## src/rtl/hilo_muldiv_sched_pkg.sv

```systemverilog
// Shared definitions for the HI/LO multiply/divide scheduler: op codes, FSM encoding, default width.
package hilo_muldiv_sched_pkg;

  localparam int DATA_W_DEF = 32;

  localparam logic [2:0] OP_MULT  = 3'd0;
  localparam logic [2:0] OP_MULTU = 3'd1;
  localparam logic [2:0] OP_DIV   = 3'd2;
  localparam logic [2:0] OP_DIVU  = 3'd3;
  localparam logic [2:0] OP_MTHI  = 3'd4;
  localparam logic [2:0] OP_MTLO  = 3'd5;

  typedef enum logic [1:0] {
    ST_IDLE     = 2'd0,
    ST_MUL_WAIT = 2'd1,
    ST_DIV_WAIT = 2'd2,
    ST_WB       = 2'd3
  } state_t;

  function automatic logic is_signed_op(input logic [2:0] oc);
    return (oc == OP_MULT) || (oc == OP_DIV);
  endfunction

endpackage

```

## src/rtl/hilo_muldiv_cnt.sv

```systemverilog
// Cycle counter with load, shared by the multiplier latency countdown and the divider watchdog.
module hilo_muldiv_cnt #(
  parameter int W = 6
) (
  input  logic         clk,
  input  logic         resetn,
  input  logic         load,
  input  logic [W-1:0] load_val,
  input  logic         dec,
  input  logic         inc,
  output logic [W-1:0] cnt
);

  always_ff @(posedge clk or negedge resetn) begin
    if (!resetn)   cnt <= '0;
    else if (load) cnt <= load_val;
    else if (dec)  cnt <= cnt - W'(1);
    else if (inc)  cnt <= cnt + W'(1);
  end

endmodule

```

## src/rtl/hilo_muldiv_sched.sv

```systemverilog
// HI/LO owner and scheduler for MULT/MULTU/DIV/DIVU/MTHI/MTLO onto external multiplier and divider.
// Optional build macro HILO_FWD_EN: forward the pending result onto hi/lo during WB.
//
// state       | meaning
// ST_IDLE     | accepting ops; MTHI/MTLO write directly
// ST_MUL_WAIT | counting down the fixed multiplier latency
// ST_DIV_WAIT | waiting for div_done, watchdog counting up
// ST_WB       | writing result regs into HI/LO
module hilo_muldiv_sched
  import hilo_muldiv_sched_pkg::*;
#(
  parameter int DATA_W      = DATA_W_DEF,
  parameter int MUL_LAT     = 2,
  parameter int DIV_MAX_CYC = 40
) (
  input  logic                clk,
  input  logic                resetn,
  input  logic                op_valid,
  input  logic [2:0]          op_code,
  input  logic [DATA_W-1:0]   op_a,
  input  logic [DATA_W-1:0]   op_b,
  output logic                op_ready,
  input  logic                flush,
  output logic                mul_start,
  output logic                mul_signed,
  input  logic [2*DATA_W-1:0] mul_result,
  output logic                div_start,
  output logic                div_signed,
  output logic                div_cancel,
  input  logic                div_done,
  input  logic [DATA_W-1:0]   div_quot,
  input  logic [DATA_W-1:0]   div_rem,
  output logic [DATA_W-1:0]   hi,
  output logic [DATA_W-1:0]   lo,
  output logic                hilo_busy,
  output logic                div_err
);

  localparam int CNT_TOP = (MUL_LAT > DIV_MAX_CYC) ? MUL_LAT : DIV_MAX_CYC;
  localparam int CW      = $clog2(CNT_TOP + 1);

  state_t              state, state_nx;
  logic [DATA_W-1:0]   hi_q, lo_q, res_hi, res_lo;
  logic [DATA_W-1:0]   hi_d, lo_d, res_hi_d, res_lo_d;
  logic                hi_we, lo_we, res_we;
  logic                sign_q, sign_we, err_set;
  logic                cnt_load, cnt_dec, cnt_inc;
  logic [CW-1:0]       cnt_val, cnt;

  hilo_muldiv_cnt #(.W(CW)) u_cnt (
    .clk      (clk),
    .resetn   (resetn),
    .load     (cnt_load),
    .load_val (cnt_val),
    .dec      (cnt_dec),
    .inc      (cnt_inc),
    .cnt      (cnt)
  );

  assign op_ready = (state == ST_IDLE) && !flush;

  // Signedness is live with the start pulse, then held for the rest of the op.
  assign mul_signed = (state == ST_IDLE) ? (op_code == OP_MULT) : sign_q;
  assign div_signed = (state == ST_IDLE) ? (op_code == OP_DIV)  : sign_q;

  always_comb begin
    state_nx   = state;
    mul_start  = 1'b0;
    div_start  = 1'b0;
    div_cancel = 1'b0;
    cnt_load   = 1'b0;
    cnt_val    = '0;
    cnt_dec    = 1'b0;
    cnt_inc    = 1'b0;
    res_we     = 1'b0;
    res_hi_d   = res_hi;
    res_lo_d   = res_lo;
    hi_we      = 1'b0;
    lo_we      = 1'b0;
    hi_d       = hi_q;
    lo_d       = lo_q;
    sign_we    = 1'b0;
    err_set    = 1'b0;
    case (state)
      ST_IDLE: begin
        if (op_valid && !flush) begin
          case (op_code)
            OP_MTHI: begin
              hi_we = 1'b1;
              hi_d  = op_a;
            end
            OP_MTLO: begin
              lo_we = 1'b1;
              lo_d  = op_a;
            end
            OP_MULT, OP_MULTU: begin
              mul_start = 1'b1;
              sign_we   = 1'b1;
              cnt_load  = 1'b1;
              cnt_val   = CW'(MUL_LAT - 1);
              state_nx  = ST_MUL_WAIT;
            end
            OP_DIV, OP_DIVU: begin
              sign_we = 1'b1;
              if (op_b != '0) begin
                div_start = 1'b1;
                cnt_load  = 1'b1;
                state_nx  = ST_DIV_WAIT;
              end else begin
                // Divide by zero never reaches the divider.
                res_we   = 1'b1;
                res_hi_d = op_a;
                res_lo_d = '1;
                state_nx = ST_WB;
              end
            end
            default: ;
          endcase
        end
      end
      ST_MUL_WAIT: begin
        if (flush) begin
          state_nx = ST_IDLE;
        end else if (cnt == '0) begin
          res_we   = 1'b1;
          res_hi_d = mul_result[2*DATA_W-1:DATA_W];
          res_lo_d = mul_result[DATA_W-1:0];
          state_nx = ST_WB;
        end else begin
          cnt_dec = 1'b1;
        end
      end
      ST_DIV_WAIT: begin
        if (flush) begin
          div_cancel = 1'b1;
          state_nx   = ST_IDLE;
        end else if (div_done) begin
          res_we   = 1'b1;
          res_hi_d = div_rem;
          res_lo_d = div_quot;
          state_nx = ST_WB;
        end else if (cnt == CW'(DIV_MAX_CYC - 1)) begin
          div_cancel = 1'b1;
          err_set    = 1'b1;
          state_nx   = ST_IDLE;
        end else begin
          cnt_inc = 1'b1;
        end
      end
      ST_WB: begin
        state_nx = ST_IDLE;
        if (!flush) begin
          hi_we = 1'b1;
          lo_we = 1'b1;
          hi_d  = res_hi;
          lo_d  = res_lo;
        end
      end
      default: state_nx = ST_IDLE;
    endcase
  end

  always_ff @(posedge clk or negedge resetn) begin
    if (!resetn) begin
      state   <= ST_IDLE;
      hi_q    <= '0;
      lo_q    <= '0;
      res_hi  <= '0;
      res_lo  <= '0;
      sign_q  <= 1'b0;
      div_err <= 1'b0;
    end else begin
      state <= state_nx;
      if (hi_we)   hi_q    <= hi_d;
      if (lo_we)   lo_q    <= lo_d;
      if (res_we)  res_hi  <= res_hi_d;
      if (res_we)  res_lo  <= res_lo_d;
      if (sign_we) sign_q  <= is_signed_op(op_code);
      if (err_set) div_err <= 1'b1;
    end
  end

`ifdef HILO_FWD_EN
  assign hi        = (state == ST_WB) ? res_hi : hi_q;
  assign lo        = (state == ST_WB) ? res_lo : lo_q;
  assign hilo_busy = (state == ST_MUL_WAIT) || (state == ST_DIV_WAIT);
`else
  assign hi        = hi_q;
  assign lo        = lo_q;
  assign hilo_busy = (state != ST_IDLE);
`endif

endmodule

```

## config.mk

```make
export PLATFORM = sky130hd
export DESIGN_NAME = hilo_muldiv_sched
export DESIGN_NICKNAME = d
export VERILOG_FILES = /design/src/rtl/hilo_muldiv_sched_pkg.sv /design/src/rtl/hilo_muldiv_cnt.sv /design/src/rtl/hilo_muldiv_sched.sv
export SDC_FILE = /design/constraint.sdc
export NUM_CORES = 1
export LEC_CHECK = 0
export BUFFER_PORTS_ARGS = -buffer_cell sky130_fd_sc_hd__buf_2
export CAP_MARGIN = 25
export CORE_UTILIZATION = 54
export CTS_CLUSTER_DIAMETER = 120
export DETAILED_ROUTE_END_ITERATION = 8
export PLACE_DENSITY_LB_ADDON = 0.08
export RECOVER_POWER = 50
export SYNTH_ARGS = -nofsm -noshare
export SYNTH_HDL_FRONTEND = slang
export SYNTH_SLANG_ARGS = --single-unit
```

## constraint.sdc

```tcl
create_clock -name clk -period 7.01 [get_ports clk]
set_input_delay 1.402 -clock clk [delete_from_list [all_inputs] [get_ports clk]]
set_output_delay 1.402 -clock clk [all_outputs]
set_load 0.03 [all_outputs]
```

======== After elaboration in Yosys (flattened, before gate mapping) ========
Index checks and enable logic that the tools add are counted.
word-level totals
  flip-flop bits (word level) ............. 138
  output and inout bits ................... 72
  word-level logic and storage cells ...... 133
operators by class
  add/subtract/negate cells ............... 2
  equal/unequal tests ..................... 22
  muxes and demuxes ....................... 82
  reduce and logical (&&, ||, !) cells .... 19
operators with widths
  kind                                                                      count
  32-bit two-way mux                                                        20
  32-bit case mux with 3 select lines                                       2
  32-bit case mux with 2 select lines                                       2
  1-bit two-way mux                                                         43
  32-bit nonzero test                                                       1
  6-bit two-way mux                                                         3
  2-bit two-way mux                                                         6
  2-bit inequality test (second input constant)                             6
  5-bit AND reduction                                                       2
  9-bit AND reduction                                                       1
  2-bit by 1-bit inequality test with 1-bit output (second input constant)  4
  2-bit case mux with 4 select lines                                        1
  6-bit by 1-bit adder with 6-bit output (second input constant)            1
  3-bit by 2-bit == test with 1-bit output (second input constant)          2
  3-bit == test (second input constant)                                     2
  6-bit == test (second input constant)                                     1
  6-bit zero test                                                           1
  1-bit case mux with 2 select lines                                        3
  3-bit nonzero test                                                        2
  6-bit by 1-bit subtractor with 6-bit output (second input constant)       1
  2-bit == test (second input constant)                                     2
  4-bit inequality test (second input constant)                             1
  2-bit case mux with 2 select lines                                        1
  4-bit AND reduction                                                       1
  13 further kinds                                                          16

======== Longest topological paths before layout ========
  word-level depth ........................ 8
  mapped depth ............................ 10
  mapped depth without buffers ............ 10

======== Modules after synthesis ========
From an unflattened synthesis, not the netlist that was laid out.
unflattened totals
  cell total of the unflattened synthesis .. 724
  area, all modules ....................... 7592.3 um^2
by module, submodules not included
  module             times used  cells each  area each (um^2)  seq. area each (um^2)
  hilo_muldiv_sched  1           672         7109.3            3303.2
  hilo_muldiv_cnt    1           52          483.0             150.1

======== Worst setup path before layout ========
No wires, ideal clock.
  kind .................................... input to output
  from .................................... input port flush
  to ...................................... output port div_start
  arrival ................................. 2.825 ns
  slack ................................... 2.783 ns
  stages .................................. 5
  path through ............................ clkbuf_1 -> nor2_1 -> nand3_1 -> nor2_1 -> nor3_1
on the way
  word-level cells in the longest chain between the ends .. 4
ends and longest elaborated chain
  element            RTL line                 text
  from (decl)        hilo_muldiv_sched.sv:23  input logic flush,
  1-bit zero test    --
  1-bit logical AND  hilo_muldiv_sched.sv:86  if (op_valid && !flush) begin
  1-bit two-way mux  hilo_muldiv_sched.sv:86
  1-bit two-way mux  hilo_muldiv_sched.sv:84  case (state)
  to (decl)          hilo_muldiv_sched.sv:27  output logic div_start,
No other way between the ends.

======== Worst setup path after layout ========
  from .................................... register state[0]
  to ...................................... output port div_cancel
on the way
  word-level cells in the longest chain between the ends .. 2
ends and longest elaborated chain
  element                 RTL line                  text
  from (decl)             hilo_muldiv_sched.sv:42   state_t state, state_nx;
  from (signal assigned)  hilo_muldiv_sched.sv:173  state <= state_nx;
  2-bit == test           hilo_muldiv_sched.sv:84
  1-bit two-way mux       hilo_muldiv_sched.sv:84
  to (decl)               hilo_muldiv_sched.sv:29   output logic div_cancel,
No other way between the ends.

==> results_dict.tcl <==
set metrics [dict create \
    violations "capacitance limit, slew limit" \
    grt_pass1_wl_um 32010 \
    power_mw 4.859 \
    post_cts_resized 0 \
    fillers 1049 \
    drive_above_1_share_pct 36.37 \
    skew_ps 6.797 \
    grt_overflow 0 \
    first_pass_iters 5 \
    cts_sinks 138 \
    switchingPower_mw 2.005 \
    final_common_cell "buf_2" \
    slew_viol_final 133 \
    crit_fanout 68 \
    post-cts-setup-buffer-count 0 \
    finalHoldViolCount 0 \
    grt_pass1_vias 6443 \
    final_util_pct 71.66 \
    yosys_most_used_dff "dfrtp_1" \
    fin_setup_tns_ps 0 \
    slew-limit-headroom_pct -120.5 \
    drc 0 \
    status "complete, but fails checks" \
    critPathRequiredTime_ps 5610 \
    antenna_cells 0 \
    drt-initial-drc-count 334 \
    synth_cell_type_count 44 \
    yosys_warnings 0 \
    synth_cells 705 \
    p_int_mw 2.854 \
    routedWlPerCell_um 17.51 \
    row_count 42 \
    synth_edf_count 0 \
    cts_buffers 17 \
    vias 6489 \
    crit_arrival_ps 3770 \
    start_kind "register" \
    p_comb_share_pct 49.4 \
    dieArea_um2 14260 \
    p_leak_nw 4.587 \
    drv_cap 2 \
    worstSkewPairLatency_ps 410 \
    cts_htree_levels 4 \
    die_w_um 119.4 \
    critPathBufInv 3 \
    critPathMaxStageDelay_ps 2090 \
    vias_per_cell 5.687 \
    place.port_buffers 271 \
    cts_buffer_depth 2 \
    synth.avg_cell_area_um2 10.56 \
    clk_pin_slew_worst_paths_ps 60 \
    clock-root-buffer "clkbuf_16" \
    netlist_area_um2 7442 \
    crit_path_top_delay_cell "clkbuf_1" \
    dp_hpwl_um 13470 \
    wl_um 19980 \
    crit_chain "inv_1 -> ha_2 -> clkbuf_1 -> o21a_1 -> buf_2" \
    synth_top_area_share_pct 46.40 \
    layout_common_cells "235 x buf_2, 138 x dfrtp_1, 75 x nor2_1" \
    hold_buffers 0 \
    ys_ff_latch 138 \
    cts_tree "done" \
    synthArstFlopShare_pct 100.0 \
    period_minus_slack_ps 5169 \
    p_sw_share_pct 41.27 \
    gp_congestion 0.8018 \
    postRouteAntennaNets 0 \
    finalCritPeriodShare_pct 73.73 \
    initial_core_util_pct 55.76 \
    syn2layout_area_growth_pct 28.53 \
    p_seq_share_pct 30.2 \
    ir_worst_vdd_mv 0.3027 \
    max_freq_mhz 193.5 \
    io_pins 272 \
    holdCritPathClass "register to register" \
    criticalPathCategory "register to output pin" \
    core-area_um2 13350 \
    die_y_um 119.4 \
    worst_setup_path_end_kind "output pin" \
    clkPwrFrac_pct 20.4 \
    synth_top_area_cell "dfrtp_1" \
    synth_area_leaders "dfrtp_1 46%, mux2_4 12%, mux2i_1 9.3%" \
    cellPowerDensity_nw_per_um2 508.0 \
    setup_viol 0 \
    track_usage_pct 28.69 \
    final_nets 1161 \
    tightest_slew_ps 3307 \
    crit_family "buffers and inverters" \
    syn_nets 914 \
    ys_seq_area_share_pct 46.40 \
    grt_setup_unrepaired "no" \
    grt_max_degree 98 \
    antenna_found_initial 0 \
]
## synth_stat cells, types with 3 or more instances
cell,number
a21oi_1,68
a22oi_1,64
buf_1,10
buf_6,6
clkbuf_1,37
dfrtp_1,138
ha_1,8
inv_1,6
mux2_2,4
mux2_4,61
mux2i_1,69
nand2_1,70
nand4_1,3
nor2_1,75
nor3_1,3
nor4_1,10
o21ai_0,35
o31ai_1,3
xnor2_1,3
## cell type report
class,count,area [um^2],area share (%)
Multi-Input combinational cell,508,3756,39.27
Sequential cell,138,3453,36.10
Timing Repair Buffer,281,1451,15.17
Clock buffer,21,470.5,4.918
Tap cell,176,220.2,2.302
Clock inverter,11,191.4,2.001
Inverter,6,22.52,0.2354
## metrics by stage
stage / instance area [um^2] / hold slack (ps) / cells / setup WS, ps
after detailed placement: 8935 / 455.8 / 1108 / 3160
after CTS: 9597 / 473.4 / 1140 / 3158
after floorplan: 7442 / 450.2 / 705 / 2783
final: 9565 / 479.5 / 1141 / 1841
after global placement: 8860 / 450.4 / 1105 / 3216
after global routing: 9565 / 490.4 / 1141 / 1563
## path summary, 6_finish.rpt
kind                                 startpoint                     end  slack (ps)  cells past startpoint
hold / removal              div_err$_DFFE_PN0P_     div_err$_DFFE_PN0P_         480                      1
setup reg to reg           state[0]$_DFFE_PN0P_  res_lo[26]$_DFFE_PN0P_        2300                      9
setup / recovery           state[0]$_DFFE_PN0P_              div_cancel        1840                      5
hold reg to reg             div_err$_DFFE_PN0P_     div_err$_DFFE_PN0P_         480                      1
max in group asynchronous                resetn      lo[18]$_DFFE_PN0P_        3050                      1
min in group asynchronous                resetn  res_hi[21]$_DFFE_PN0P_        2080                      1
## power by group through the flow
stage               Sequential [mW]  Combinational (mW)  Clock [mW]
finish                         1.47                2.40       0.991
global route                   1.51                2.60        1.04
CTS                            1.46                2.44        1.00
detailed placement             1.46                2.42           0
global placement               1.44                2.33           0
floorplan                      1.78                1.45           0
## metal layers
metal  track usage, %  wire length [um]  part of all wire, %  vias up
li1                 -                 -                    -     3041
met1            36.16              8321                   42     3190
met2            49.16             10060                   50      232
met3            5.939              1251                  6.3       26
met4            9.531               344                  1.7        0
met5                0                 0                    0        -
## flip-flops by register name, summed over array words and instances (netlist names)
name and flops:
u_cnt.cnt 6, sign_q 1, lo 32, res_lo 32, state 2, res_hi 32
div_err 1, hi 32
## logic make-up after synthesis
group | after synthesis | synth area share, %
fa+ha+maj | 9 | 1.614
flops | 138 | 46.40
compound gates | 185 | 15.60
mux | 134 | 22.19
simple gates | 177 | 10.26
xor+xnor | 3 | 0.3531
buf+inv | 59 | 3.581
No activity file was read; power rests on OpenSTA's default activity.
